==> config.mk <==
export PLATFORM = sky130hd
export DESIGN_NAME = uart_rx_fifo
export DESIGN_NICKNAME = d
export VERILOG_FILES = /design/src/rtl/uart_rx_fifo.sv
export SDC_FILE = /design/constraint.sdc
export NUM_CORES = 1
export LEC_CHECK = 0
export CAP_MARGIN = 15
export CORE_MARGIN = 2
export CORE_UTILIZATION = 54
export CTS_CLUSTER_DIAMETER = 50
export DETAILED_ROUTE_END_ITERATION = 6
export GPL_ROUTABILITY_DRIVEN = 1
export GPL_TIMING_DRIVEN = 0
export PLACE_DENSITY = 0.72
export SLEW_MARGIN = 20
export SYNTH_ARGS = -nofsm -noshare
export SYNTH_HDL_FRONTEND = slang
export SYNTH_SLANG_ARGS = --single-unit
export TNS_END_PERCENT = 100
==> constraint.sdc <==
create_clock -name clk -period 2.6 [get_ports clk]
set_input_delay 0.39 -clock clk [delete_from_list [all_inputs] [get_ports clk]]
set_output_delay 0.39 -clock clk [all_outputs]
set_load 0.01 [all_outputs]
==> src/rtl/uart_rx_fifo.sv <==
// Parametrised UART receiver: 2-flop synchroniser, oversampled majority-vote bit
// recovery, optional parity, 1/2 stop bits, and a show-ahead FIFO on a valid/ready port.
module uart_rx_fifo #(
  parameter int CLK_FREQ   = 100_000_000,
  parameter int BAUD_RATE  = 115200,
  parameter int OVERSAMPLE = 16,
  parameter int DATA_BITS  = 8,
  parameter int PARITY_EN  = 0,
  parameter int PARITY_ODD = 0,
  parameter int STOP_BITS  = 1,
  parameter int FIFO_DEPTH = 8
) (
  input  logic                          clk,
  input  logic                          rst,
  input  logic                          rx,
  output logic [DATA_BITS-1:0]          m_data,
  output logic                          m_parity_err,
  output logic                          m_frame_err,
  output logic                          m_valid,
  input  logic                          m_ready,
  output logic                          overrun,
  output logic [$clog2(FIFO_DEPTH):0]   fifo_count
);

  localparam int DIV_RAW = CLK_FREQ / (BAUD_RATE * OVERSAMPLE);
  localparam int DIV     = (DIV_RAW < 1) ? 1 : DIV_RAW;
  localparam int DIV_W   = (DIV > 1) ? $clog2(DIV) : 1;
  localparam int SC_W    = $clog2(OVERSAMPLE);
  localparam int BC_W    = $clog2(DATA_BITS);
  localparam int AW      = $clog2(FIFO_DEPTH);
  localparam int CW      = AW + 1;
  localparam int W       = DATA_BITS + 2;

  localparam logic [DIV_W-1:0] DIV_LAST = DIV_W'(DIV - 1);
  localparam logic [SC_W-1:0]  SC_S0    = SC_W'(OVERSAMPLE / 2 - 1);
  localparam logic [SC_W-1:0]  SC_S1    = SC_W'(OVERSAMPLE / 2);
  localparam logic [SC_W-1:0]  SC_DEC   = SC_W'(OVERSAMPLE / 2 + 1);
  localparam logic [SC_W-1:0]  SC_LAST  = SC_W'(OVERSAMPLE - 1);
  localparam logic [BC_W-1:0]  BC_LAST  = BC_W'(DATA_BITS - 1);
  localparam logic             STOP_LAST = (STOP_BITS == 2);
  localparam logic             ODD       = (PARITY_ODD != 0);
  localparam logic [CW-1:0]    FULL_CNT  = CW'(FIFO_DEPTH);

  typedef enum logic [2:0] {
    S_IDLE,
    S_START,
    S_DATA,
    S_PARITY,
    S_STOP
  } state_t;

  logic                 rx_meta_q, rx_s_q;
  logic [DIV_W-1:0]     div_cnt_q;
  logic                 tick;
  state_t               state_q;
  logic [SC_W-1:0]      sc_q;
  logic [BC_W-1:0]      bit_cnt_q;
  logic                 stop_cnt_q;
  logic                 s0_q, s1_q;
  logic [DATA_BITS-1:0] shift_q;
  logic                 perr_q, ferr_q;
  logic                 armed_q;
  logic                 start_det, vote, decide, bit_end, push;
  logic [W-1:0]         push_word;

  always_ff @(posedge clk) begin
    if (rst) begin
      rx_meta_q <= 1'b1;
      rx_s_q    <= 1'b1;
    end else begin
      rx_meta_q <= rx;
      rx_s_q    <= rx_meta_q;
    end
  end

  always_comb begin
    tick      = (div_cnt_q == DIV_LAST);
    start_det = (state_q == S_IDLE) && armed_q && !rx_s_q;
    vote      = (s0_q & s1_q) | (s0_q & rx_s_q) | (s1_q & rx_s_q);
    decide    = tick && (sc_q == SC_DEC);
    bit_end   = tick && (sc_q == SC_LAST);
    push      = (state_q == S_STOP) && decide && (stop_cnt_q == STOP_LAST);
    push_word = {shift_q, perr_q, ferr_q | !vote};
  end

  // Restarting on the start edge phase-aligns every sample to the received frame.
  always_ff @(posedge clk) begin
    if (rst || start_det) begin
      div_cnt_q <= '0;
    end else if (tick) begin
      div_cnt_q <= '0;
    end else begin
      div_cnt_q <= div_cnt_q + 1'b1;
    end
  end

  always_ff @(posedge clk) begin
    if (rst) begin
      state_q    <= S_IDLE;
      sc_q       <= '0;
      bit_cnt_q  <= '0;
      stop_cnt_q <= 1'b0;
      s0_q       <= 1'b1;
      s1_q       <= 1'b1;
      shift_q    <= '0;
      perr_q     <= 1'b0;
      ferr_q     <= 1'b0;
      armed_q    <= 1'b0;
    end else begin
      if (tick && (sc_q == SC_S0)) s0_q <= rx_s_q;
      if (tick && (sc_q == SC_S1)) s1_q <= rx_s_q;
      if (tick) sc_q <= bit_end ? '0 : sc_q + 1'b1;

      case (state_q)
        S_IDLE: begin
          sc_q <= '0;
          // After a break the line must go high again before a new start edge counts.
          if (!armed_q) begin
            armed_q <= rx_s_q;
          end else if (!rx_s_q) begin
            state_q    <= S_START;
            bit_cnt_q  <= '0;
            stop_cnt_q <= 1'b0;
            perr_q     <= 1'b0;
            ferr_q     <= 1'b0;
          end
        end
        S_START: begin
          if (decide && vote) begin
            state_q <= S_IDLE;
          end else if (bit_end) begin
            state_q <= S_DATA;
          end
        end
        S_DATA: begin
          if (decide) shift_q <= {vote, shift_q[DATA_BITS-1:1]};
          if (bit_end) begin
            if (bit_cnt_q == BC_LAST) begin
              state_q <= (PARITY_EN != 0) ? S_PARITY : S_STOP;
            end else begin
              bit_cnt_q <= bit_cnt_q + 1'b1;
            end
          end
        end
        S_PARITY: begin
          if (decide) perr_q <= (^shift_q) ^ vote ^ ODD;
          if (bit_end) state_q <= S_STOP;
        end
        S_STOP: begin
          if (decide) begin
            if (!vote) ferr_q <= 1'b1;
            if (stop_cnt_q == STOP_LAST) begin
              state_q <= S_IDLE;
              armed_q <= 1'b0;
            end
          end
          if (bit_end) stop_cnt_q <= 1'b1;
        end
        default: state_q <= S_IDLE;
      endcase
    end
  end

  logic [W-1:0]  mem_q [FIFO_DEPTH];
  logic [AW-1:0] wr_q, rd_q;
  logic [CW-1:0] count_q, count_d;
  logic          overrun_q, pop, push_ok, full;

  // Valid/ready: a word transfers on any cycle with m_valid & m_ready; the head
  // entry is held unchanged on the outputs until that happens.
  always_comb begin
    full    = (count_q == FULL_CNT);
    m_valid = (count_q != '0);
    pop     = m_valid && m_ready;
    push_ok = push && (!full || pop);
    count_d = count_q;
    case ({push_ok, pop})
      2'b10:   count_d = count_q + 1'b1;
      2'b01:   count_d = count_q - 1'b1;
      default: count_d = count_q;
    endcase
  end

  always_ff @(posedge clk) begin
    if (push_ok) mem_q[wr_q] <= push_word;
  end

  always_ff @(posedge clk) begin
    if (rst) begin
      wr_q      <= '0;
      rd_q      <= '0;
      count_q   <= '0;
      overrun_q <= 1'b0;
    end else begin
      if (push_ok) wr_q <= wr_q + 1'b1;
      if (pop) rd_q <= rd_q + 1'b1;
      count_q   <= count_d;
      overrun_q <= push && full && !pop;
    end
  end

  always_comb begin
    {m_data, m_parity_err, m_frame_err} = m_valid ? mem_q[rd_q] : '0;
    overrun    = overrun_q;
    fifo_count = count_q;
  end

endmodule

==> flow_metrics.env, run 1 <==
export IMPL_slew_viol_final=0
export IMPL_worstPathCellList="bufbuf_16, mux4_2, mux2i_1, nor2_1, dlygate4sd2_1"
export IMPL_rsz0062_at_grt="yes"
export IMPL_hold_violations=0
export IMPL_clock_path_buffers=2
export IMPL_synthArstFlopShare_pct=0
export IMPL_area_delta_synth_final_pct=21.6
export IMPL_synthFlopType="edfxtp_1"
export IMPL_nFillCells=703
export IMPL_seq_area_frac_synth_pct=62.4
export IMPL_reg2reg_depth=5
export IMPL_htreeDepth=4
export IMPL_numCtsBuffers=17
export IMPL_wire_per_inst_um=18.0
export IMPL_r2r_end="mem_q[3][4]"
export IMPL_routed_wirelength_um=10300
export IMPL_synth_simple_area_share_pct=12.0
export IMPL_period_minus_slack_ns=2.52
export IMPL_fin_worst_skew_ns=0.0116
export IMPL_synthMuxAreaShare_pct=13.2
export IMPL_irDropWorstVdd_uv=514
export IMPL_drt_iter0_drc=163
export IMPL_setup_violations=0
export IMPL_fin_crit_sh_pct=96.8
export IMPL_initial_utilization_pct=55.0
export IMPL_synth_top_family_by_area="multiplexers"
export IMPL_clock_latency_ns=0.52
export IMPL_ys_warn_count=0
export IMPL_relSlewSlack_pct=52.2
export IMPL_hp_start="rx_meta_q"
export IMPL_pre_cts_slack_ns=-0.511
export IMPL_leakagePower_nw=2.22
export IMPL_synthTopCellsByArea="edfxtp_1 (45%), dfxtp_1 (17%), mux4_2 (8.5%), mux2i_1 (3.8%), nor2_1 (3.0%)"
export IMPL_synth_edf_count=80
export IMPL_multi_input_area_um2=1950
export IMPL_n_antenna_cell=0
export IMPL_syn_nets=398
export IMPL_dpl_hpwl_um=6680
export IMPL_clkSinkCount=126
export IMPL_setup_ws_ns=0.0823
export IMPL_fin_total_pwr_mw=5.02
export IMPL_grt_overflow=0
export IMPL_firstDrtPassIters=5
export IMPL_crit_fanout=5
export IMPL_fp_row_count=36
export IMPL_grt_pass1_vias=3168
export IMPL_core_area_um2=9680
export IMPL_r2r_start="sc_q[0]"
export IMPL_required_ns=2.21
export IMPL_critPathSlowestCell="mux4_2"
export IMPL_status="complete, no violations"
export IMPL_drive_gt1_share_pct=23.1
export IMPL_cp_data_arrival_time_ns=2.13
export IMPL_gr_usage_met3_pct=4.84
export IMPL_drc=0
export IMPL_grt_max_degree=17
export IMPL_synth_seq_cells=126
export IMPL_vias=3222
export IMPL_holdWs_ns=0.411
export IMPL_min_to="rx_s_q"
export IMPL_busiest_layer="met2"
export IMPL_tightest_slew_ns=0.717
export IMPL_antenna_found_initial=0
export IMPL_synth_xor_area_share_pct=2.56
export IMPL_io_pins=20
export IMPL_synth_top_area_share_pct=45.1
export IMPL_min_path_cells=1
export IMPL_syn_avg_cell_area_um2=13.9
export IMPL_cp_slowest_stage_delay_ns=0.49
export IMPL_crit_type="reg2out"
export IMPL_synthesis_area_um2=5320
export IMPL_fin_util_pct=66.8
export IMPL_grt_pass1_wl_um=16200
export IMPL_use_met2_pct=37.4
export IMPL_syn_inst=384
export IMPL_gp_congestion=0.813
export IMPL_yosysTopAreaCell="edfxtp_1"
export IMPL_synth_compound_area_share_pct=4.84
export IMPL_cap_viol_max_count=0
export IMPL_ys_types=53
export IMPL_critPathCaptureType="output pin"
export IMPL_numPortBuffers=19
export IMPL_cts_tree="yes"
export IMPL_met1_usage_pct=24.9
export IMPL_place_inst=538
export IMPL_die_y_um=103
export IMPL_grt_usage_pct=21.1
export IMPL_yosys_area_share_adder_pct=2.54
export IMPL_layout_area_seq_um2=3330
export IMPL_final_antenna_net_count=0
export IMPL_dieArea_um2=10700
export IMPL_powerDensity_nw_per_um2=775
export IMPL_clkTransAtPathRegs_ns=0.06
export IMPL_via_per_inst=5.60
export IMPL_startpoint_type="flip-flop"
export IMPL_hold_class="reg2reg"
export IMPL_die_w_um=103
export IMPL_layout_cells_non_filler=575
export IMPL_cts_root_buffer="clkbuf_8"
export IMPL_r2r_setup_slack_ns=0.08
export IMPL_fmax_ghz=0.397
export IMPL_nNetsFinal=443
export IMPL_cts_hold_buf=0
[kinds of logic after synthesis]
| family | Yosys count |
|---|---|
| xor gates and xnor gates | 14 |
| muxes | 44 |
| and+or+nand+nor | 118 |
| AOI/OAI and AO/OA | 42 |
| buffers and inverters | 29 |
| adders and majority gates | 11 |
| DFF | 126 |
[worst max-delay path by stage]
stage                          from          end  cells past startpoint
final                     flip-flop    m_data[5]                      5
after global routing        sc_q[0]  mem_q[3][0]                      5
after CTS                 flip-flop    m_data[3]                      6
after detailed placement    m_ready  mem_q[7][3]                      5
after global placement      m_ready  mem_q[1][6]                      5
after floorplan             sc_q[0]  mem_q[0][0]                      5
[worst max-delay path: cells and delay by family, from the launching register on]
family | cells | cell delay [ns]
flip-flops | 1 | 0.37
multiplexers | 2 | 0.63
AND/OR/NAND/NOR | 1 | 0.06
buffers and inverters | 2 | 0.55
[registers in the layout, indices dropped and copies added, names as in the netlist, 3 cells and up, named ones only]
register and count:
sc_q 4, rd_q 3, bit_cnt_q 3, div_cnt_q 6, mem_q 80, fifo_count 4
wr_q 3, state_q 3, shift_q 8
[placed cells by master (no fill, tap or decap), types with 5 or more instances in the layout]
cell type and count:
edfxtp_1 80, dfxtp_1 44, nor2_1 36, mux4_2 20, mux2i_1 20, clkbuf_16 16
a21oi_1 15, nand2_1 13, nand3_1 13, inv_1 11, o21ai_0 10, ha_1 9
clkdlybuf4s50_1 9, xnor2_1 8, buf_4 7, dlygate4sd2_1 7, clkbuf_1 6, xor2_1 5
nor2_4 5, nor2b_1 5, nor3_1 5
[timing repair]
item / CTS / global route
endpoints found under the setup margin: 71 / 44
setup buffers: 1 / 3
pin swaps: 0 / 2
gates resized for setup: 36 / 11
gates cloned: 2 / 0
[routing by layer]
metal / share of wire, % / vias to the layer above
li1: - / 1538
met1: 42 / 1615
met2: 53 / 51
met3: 2.7 / 18
met4: 2.0 / 0
met5: 0 / -
[synthesized netlist by cell type (2+ instances only)]
master    number
nor4b_1        2
and4b_1        2
o21a_1         3
nand3b_1       4
or3_1          2
o311ai_0       2
dfxtp_1       46
o21ai_0       10
mux2_2         2
buf_2          6
mux2i_1       20
nor2b_1        5
nor3_1         7
xnor2_1        8
nand2b_1       4
a21o_1         3
nor2_1        42
inv_1         11
and3_2         2
nand2_1       14
xor2_1         5
nand3_1       13
ha_1          10
or2_2          4
nand4_1        3
a211oi_1       3
nand4b_1       2
a21oi_1       15
mux4_2        20
clkbuf_1       9
mux2_4         2
nor4_1         3
edfxtp_1      80
[final cells by class]
cell class,instances,area share [%]
clock buffers,17,6.40
well taps,133,2.57
inverters,11,0.638
clock inverters,15,2.51
plain buffers,17,1.97
repair buffers,27,4.43
flip-flops and latches,126,51.4
multi-input cells,229,30.1
[through the flow]
step	TNS, ns	area [um2]
2_1_floorplan	0	5320
3_3_place_gp	-31.91	5680
3_5_place_dp	-23.17	5700
4_1_cts	-0.251	6430
5_1_grt	-0.687	6470
6_report	0	6470
[where the power goes]
group          internal, mW  leakage, nW  switching [mW]  total (mW)
logic                 0.336        0.831           0.262       0.598
clock network          1.38        0.275           0.895        2.27
registers              2.13         1.11          0.0195        2.15
No activity file was read; power rests on OpenSTA's default activity.
==> inputs of run 2 (changes only) <==
--- a/config.mk
+++ b/config.mk
@@ -12,7 +12,7 @@
 export DETAILED_ROUTE_END_ITERATION = 6
 export GPL_ROUTABILITY_DRIVEN = 1
 export GPL_TIMING_DRIVEN = 0
-export PLACE_DENSITY = 0.72
+export PLACE_DENSITY = 0.75
 export SLEW_MARGIN = 20
 export SYNTH_ARGS = -nofsm -noshare
 export SYNTH_HDL_FRONTEND = slang
==> run 2 against run 1 <==
  * Combinational power decreased by 0.8%
  * Clock-buffer cell count unchanged
  * Final area grew 0.70%
  * Clock power grew 4%
==> flow_metrics.env, run 2 (same netlist as run 1, synthesis figures left out) <==
export IMPL_cts_tree="yes"
export IMPL_leakagePower_nw=2.25
export IMPL_firstDrtPassIters=4
export IMPL_area_delta_synth_final_pct=22.5
export IMPL_antenna_found_initial=0
export IMPL_slew_viol_final=0
export IMPL_initial_utilization_pct=55.0
export IMPL_routed_wirelength_um=10700
export IMPL_setup_violations=0
export IMPL_placed_area_um2=5710
export IMPL_p_clk_share_pct=46.3
export IMPL_status="complete, no violations"
export IMPL_crit_type="reg2reg"
export IMPL_cp_data_arrival_time_ns=2.74
export IMPL_grt_pass1_wl_um=16700
export IMPL_nNetsFinal=451
export IMPL_clkSinkCount=126
export IMPL_final_antenna_net_count=0
export IMPL_die_y_um=103
export IMPL_dpl_hpwl_um=6680
export IMPL_required_ns=2.74
export IMPL_wire_per_inst_um=18.3
export IMPL_layout_cells_non_filler=583
export IMPL_final_cell_mix="edfxtp_1 (80), dfxtp_1 (43), nor2_1 (36)"
export IMPL_irDropWorstVdd_uv=551
export IMPL_r2r_setup_slack_ns=0.006
export IMPL_clock_path_buffers=2
export IMPL_fin_crit_sh_pct=99.8
export IMPL_die_w_um=103
export IMPL_vias=3321
export IMPL_hold_violations=0
export IMPL_numPortBuffers=19
export IMPL_pwr_share_comb_pct=11.6
export IMPL_n_antenna_cell=0
export IMPL_fin_total_pwr_mw=5.11
export IMPL_intPower_mw=3.93
export IMPL_tightest_slew_ns=0.732
export IMPL_drive_gt1_share_pct=24.7
export IMPL_powerDensity_nw_per_um2=784
export IMPL_drc=0
export IMPL_period_minus_slack_ns=2.59
export IMPL_fmax_ghz=0.385
export IMPL_largest_register="mem_q"
export IMPL_grt_overflow=0
export IMPL_final_cell_area_um2=6520
export IMPL_io_pins=20
export IMPL_via_per_inst=5.70
export IMPL_critPathCaptureType="flip-flop"
export IMPL_clock_latency_ns=0.51
export IMPL_relSlewSlack_pct=51.1
export IMPL_rsz0062_at_grt="yes"
export IMPL_fin_worst_skew_ns=0.00649
export IMPL_switchingPower_mw=1.18
export IMPL_fin_util_pct=67.3
export IMPL_htreeDepth=4
export IMPL_core_area_um2=9680
export IMPL_cts_root_buffer="clkbuf_8"
export IMPL_critPathSlowestCell="nor2_2"
export IMPL_startpoint_type="flip-flop"
export IMPL_cp_slowest_stage_delay_ns=0.62
export IMPL_grt_pass1_vias=3316
export IMPL_reg_top3="mem_q: 80 flops, shift_q: 8 flops, div_cnt_q: 6 flops"
export IMPL_drt_iter0_drc=153
export IMPL_grt_usage_pct=21.6
export IMPL_gp_congestion=0.846
export IMPL_crit_fanout=10
export IMPL_cap_viol_max_count=0
export IMPL_hold_class="reg2reg"
export IMPL_clkTransAtPathRegs_ns=0.06
export IMPL_numCtsBuffers=17
export IMPL_swShare_pct=23.1
export IMPL_dieArea_um2=10700
export IMPL_seqPwrFrac_pct=42.1
export IMPL_final_common_cell="edfxtp_1"
export IMPL_grt_max_degree=17
export IMPL_fp_row_count=36
export IMPL_worstPathCellList="ha_1, and4bb_2, nand4_1, or3_1, nor2_2"
export IMPL_place_inst=538
export IMPL_largest_register_ffs=80
==> run 2: cell types whose count changed in the layout (fill, tap and decap cells not counted), sizes merged <==
cell / change
buf: +11
bufbuf: -2
bufinv: +1
clkbuf: -2
clkinv: -1
clkinvlp: -1
dlygate4sd2: +1
inv: +1
==> run 2: worst max-delay path, delay by kind of cell, from the launching register on <==
family,cells,cell delay (ns)
DFF,1,0.44
and+or+nand+nor,4,1.56
adders and majority gates,1,0.23
==> run 2: power groups by stage <==
stage                     registers, mW  logic [mW]  clock network, mW
final                              2.15       0.593               2.37
after global routing               2.15       0.642               2.48
after CTS                          2.15       0.560               2.39
after detailed placement           2.18       0.499                  0
after global placement             2.18       0.488                  0
after floorplan                    2.18       0.315                  0
==> run 2: final timing paths <==
kind | start | to | cells after the start
hold reg to reg | rx_meta_q | rx_s_q | 1
setup / recovery | sc_q[0] | mem_q[6][2] | 5
hold / removal | rx_meta_q | rx_s_q | 1
setup reg to reg | sc_q[0] | mem_q[6][2] | 5
==> run 2: layout make-up <==
class,count,area (um2)
Fill cell,674,3170
Buffer,17,121
Inverter,11,41.3
Multi-Input combinational cell,229,1960
Clock buffer,17,414
Timing Repair Buffer,35,304
Tap cell,133,166
Sequential cell,126,3330
Clock inverter,15,184
==> run 2: what timing repair did <==
action	4_1_cts	5_1_grt
gates resized for setup	31	13
hold endpoints to repair	0	0
pin swaps	0	1
endpoints found under the setup margin	70	73
setup buffers	8	6
hold buffers	0	0
==> run 2: per-stage QoR <==
stage          setup TNS, ns  worst slack (ns)  hold WS (ns)
2_1_floorplan              0             0.136         0.389
3_3_place_gp          -34.44            -0.795         0.394
3_5_place_dp          -25.02            -0.468         0.399
4_1_cts               -13.31            -0.316         0.413
5_1_grt                -2.13            -0.111         0.427
6_report                   0           0.00583         0.409
==> run 2: layer usage <==
metal  global-route usage (%)  routed length (um)  vias to the layer above
met2                     38.5                5760                       79
met4                     8.10                 184                        0
met3                     4.64                 333                       19
met1                     25.9                4410                     1668
met5                        0                   0                        -
li1                         -                   -                     1555
==> inputs of run 3 (changes only) <==
--- a/config.mk
+++ b/config.mk
@@ -7,12 +7,14 @@
 export LEC_CHECK = 0
 export CAP_MARGIN = 15
 export CORE_MARGIN = 2
-export CORE_UTILIZATION = 54
+export CORE_UTILIZATION = 57
 export CTS_CLUSTER_DIAMETER = 50
 export DETAILED_ROUTE_END_ITERATION = 6
+export DONT_BUFFER_PORTS = 1
 export GPL_ROUTABILITY_DRIVEN = 1
 export GPL_TIMING_DRIVEN = 0
 export PLACE_DENSITY = 0.75
+export RECOVER_POWER = 50
 export SLEW_MARGIN = 20
 export SYNTH_ARGS = -nofsm -noshare
 export SYNTH_HDL_FRONTEND = slang
==> run 3 against run 2 <==
  * Power is 1.4% lower
  * Clock power up 5%
  * Flip-flop and latch count is the same
  * Critical endpoint is now mem_q[4][9]
  * Largest power group unchanged
==> flow_metrics.env, run 3 (same netlist as run 1, synthesis figures left out) <==
export IMPL_status="complete, no violations"
export IMPL_area_delta_synth_final_pct=16.3
export IMPL_min_path_cells=2
export IMPL_via_per_inst=5.93
export IMPL_grt_pass1_wl_um=16000
export IMPL_p_clk_share_pct=49.3
export IMPL_intPower_mw=3.98
export IMPL_required_ns=2.73
export IMPL_fin_crit_sh_pct=99.1
export IMPL_pre_cts_slack_ns=-0.240
export IMPL_swShare_pct=21.0
export IMPL_grt_usage_pct=21.4
export IMPL_worstPathCellList="ha_1, and4bb_2, nand4_1, or3_1, nor2_2"
export IMPL_hold_class="in2reg"
export IMPL_crit_cells=5
export IMPL_clkTransAtPathRegs_ns=0.06
export IMPL_dpl_hpwl_um=6400
export IMPL_dieArea_um2=10100
export IMPL_n_antenna_cell=0
export IMPL_grt_overflow=0
export IMPL_leakagePower_nw=2.09
export IMPL_gp_congestion=0.861
export IMPL_r2r_start="sc_q[0]"
export IMPL_critPathCaptureType="flip-flop"
export IMPL_largest_register_ffs=80
export IMPL_cp_slowest_stage_delay_ns=0.62
export IMPL_core_area_um2=9150
export IMPL_critPathSlowestCell="nor2_2"
export IMPL_grt_pass1_vias=3135
export IMPL_vias=3147
export IMPL_rsz0062_at_grt="yes"
export IMPL_seqPwrFrac_pct=42.6
export IMPL_cts_tree="yes"
export IMPL_numPortBuffers=0
export IMPL_crit_buf_inv=0
export IMPL_switchingPower_mw=1.06
export IMPL_startpoint_type="flip-flop"
export IMPL_die_y_um=101
export IMPL_clock_path_buffers=2
export IMPL_cp_data_arrival_time_ns=2.71
export IMPL_fmax_ghz=0.388
export IMPL_die_w_um=101
export IMPL_drt_iter0_drc=108
export IMPL_finalSetupTns_ns=0
export IMPL_clkSinkCount=126
export IMPL_numCtsBuffers=17
export IMPL_tightest_slew_ns=0.812
export IMPL_setup_ws_ns=0.0232
export IMPL_cap_viol_max_count=0
export IMPL_crit_fanout=10
export IMPL_irDropWorstVdd_uv=425
export IMPL_wire_per_inst_um=18.6
export IMPL_fp_row_count=35
export IMPL_reg_top3="mem_q: 80 flops, shift_q: 8 flops, div_cnt_q: 6 flops"
export IMPL_final_common_cell="edfxtp_1"
export IMPL_drc=0
export IMPL_io_pins=20
export IMPL_htreeDepth=4
export IMPL_grt_max_degree=17
export IMPL_hp_start="m_ready"
export IMPL_nNetsFinal=421
export IMPL_clock_latency_ns=0.51
export IMPL_setup_violations=0
export IMPL_antenna_found_initial=0
export IMPL_startpoint="sc_q[0]"
export IMPL_pwr_share_comb_pct=8.1
export IMPL_cts_root_buffer="clkbuf_8"
export IMPL_initial_utilization_pct=58.2
export IMPL_slew_viol_final=0
export IMPL_period_minus_slack_ns=2.58
export IMPL_hold_violations=0
export IMPL_reg2reg_depth=5
export IMPL_crit_type="reg2reg"
export IMPL_powerDensity_nw_per_um2=813
export IMPL_final_cell_mix="edfxtp_1 (80), dfxtp_1 (44), nor2_1 (36)"
export IMPL_placed_area_um2=5490
export IMPL_final_cell_area_um2=6190
export IMPL_fin_util_pct=67.7
export IMPL_cp_top_family="simple AND/OR/NAND/NOR gates"
export IMPL_drive_gt1_share_pct=22.6
export IMPL_fin_total_pwr_mw=5.04
export IMPL_relSlewSlack_pct=45.9
export IMPL_fin_worst_skew_ns=0.00881
export IMPL_final_antenna_net_count=0
export IMPL_firstDrtPassIters=6
export IMPL_largest_register="mem_q"
export IMPL_routed_wirelength_um=9890
[run 3: cell types whose count changed in the layout (fill, tap and decap cells not counted), sizes merged, moves of 3 or more]
cell / previous run / this run
buf: 24 / 12
clkbuf: 26 / 29
clkdlybuf4s50: 9 / 0
dlygate4sd2: 8 / 0
inv: 16 / 11
[run 3: what timing repair did]
action,4_1_cts,5_1_grt
endpoints found under the setup margin,71,74
gates resized for setup,5,16
setup buffers,0,1
endpoints found under the hold margin,1,0
hold buffers,1,0
pin swaps,0,1
[run 3: power by group through the flow]
stage	clock network (mW)	logic [mW]	registers [mW]
6_report	2.48	0.406	2.15
5_1_grt	2.60	0.448	2.15
4_1_cts	2.52	0.399	2.15
2_1_floorplan	0	0.315	2.18
3_5_place_dp	0	0.392	2.19
3_3_place_gp	0	0.381	2.19
[run 3: metrics by stage]
stage          hold WS, ns  std cells
2_1_floorplan        0.389        384
3_3_place_gp         0.410        495
3_5_place_dp         0.403        497
4_1_cts             0.0590        530
5_1_grt             0.0696        531
6_report            0.0740        531
[run 3: worst reg2reg max path, cell delays in order (launching register included)]
cell and delay (ns):
dfxtp_1 0.42, ha_1 0.22, and4bb_2 0.23, nand4_1 0.17, or3_1 0.53, nor2_2 0.62
[run 3: final cells by class]
type                    count  area [um2]
plain buffers              18        93.8
multi-input cells         229        1920
inverters                  11        41.3
repair buffers              4        40.0
well taps                 111         139
clock inverters            12         193
clock buffers              20         435
flip-flops and latches    126        3330
fillers                   627        2960
[run 3: per-layer routing]
| layer | GRT usage, % | wire [um] | vias up | share of wire, % |
|---|---|---|---|---|
| met5 | 0 | 0 | - | 0 |
| met4 | 8.11 | 204 | 0 | 2.1 |
| met3 | 6.10 | 372 | 18 | 3.8 |
| met2 | 35.6 | 5050 | 78 | 51 |
| met1 | 26.5 | 4270 | 1561 | 43 |
| li1 | - | - | 1490 | - |
[run 3: worst paths after layout]
| kind | end | slack (ns) |
|---|---|---|
| max | mem_q[4][9] | 0.02 |
| max reg2reg | mem_q[4][9] | 0.02 |
| min reg2reg | rx_s_q | 0.42 |
| min | rd_q[1] | 0.07 |
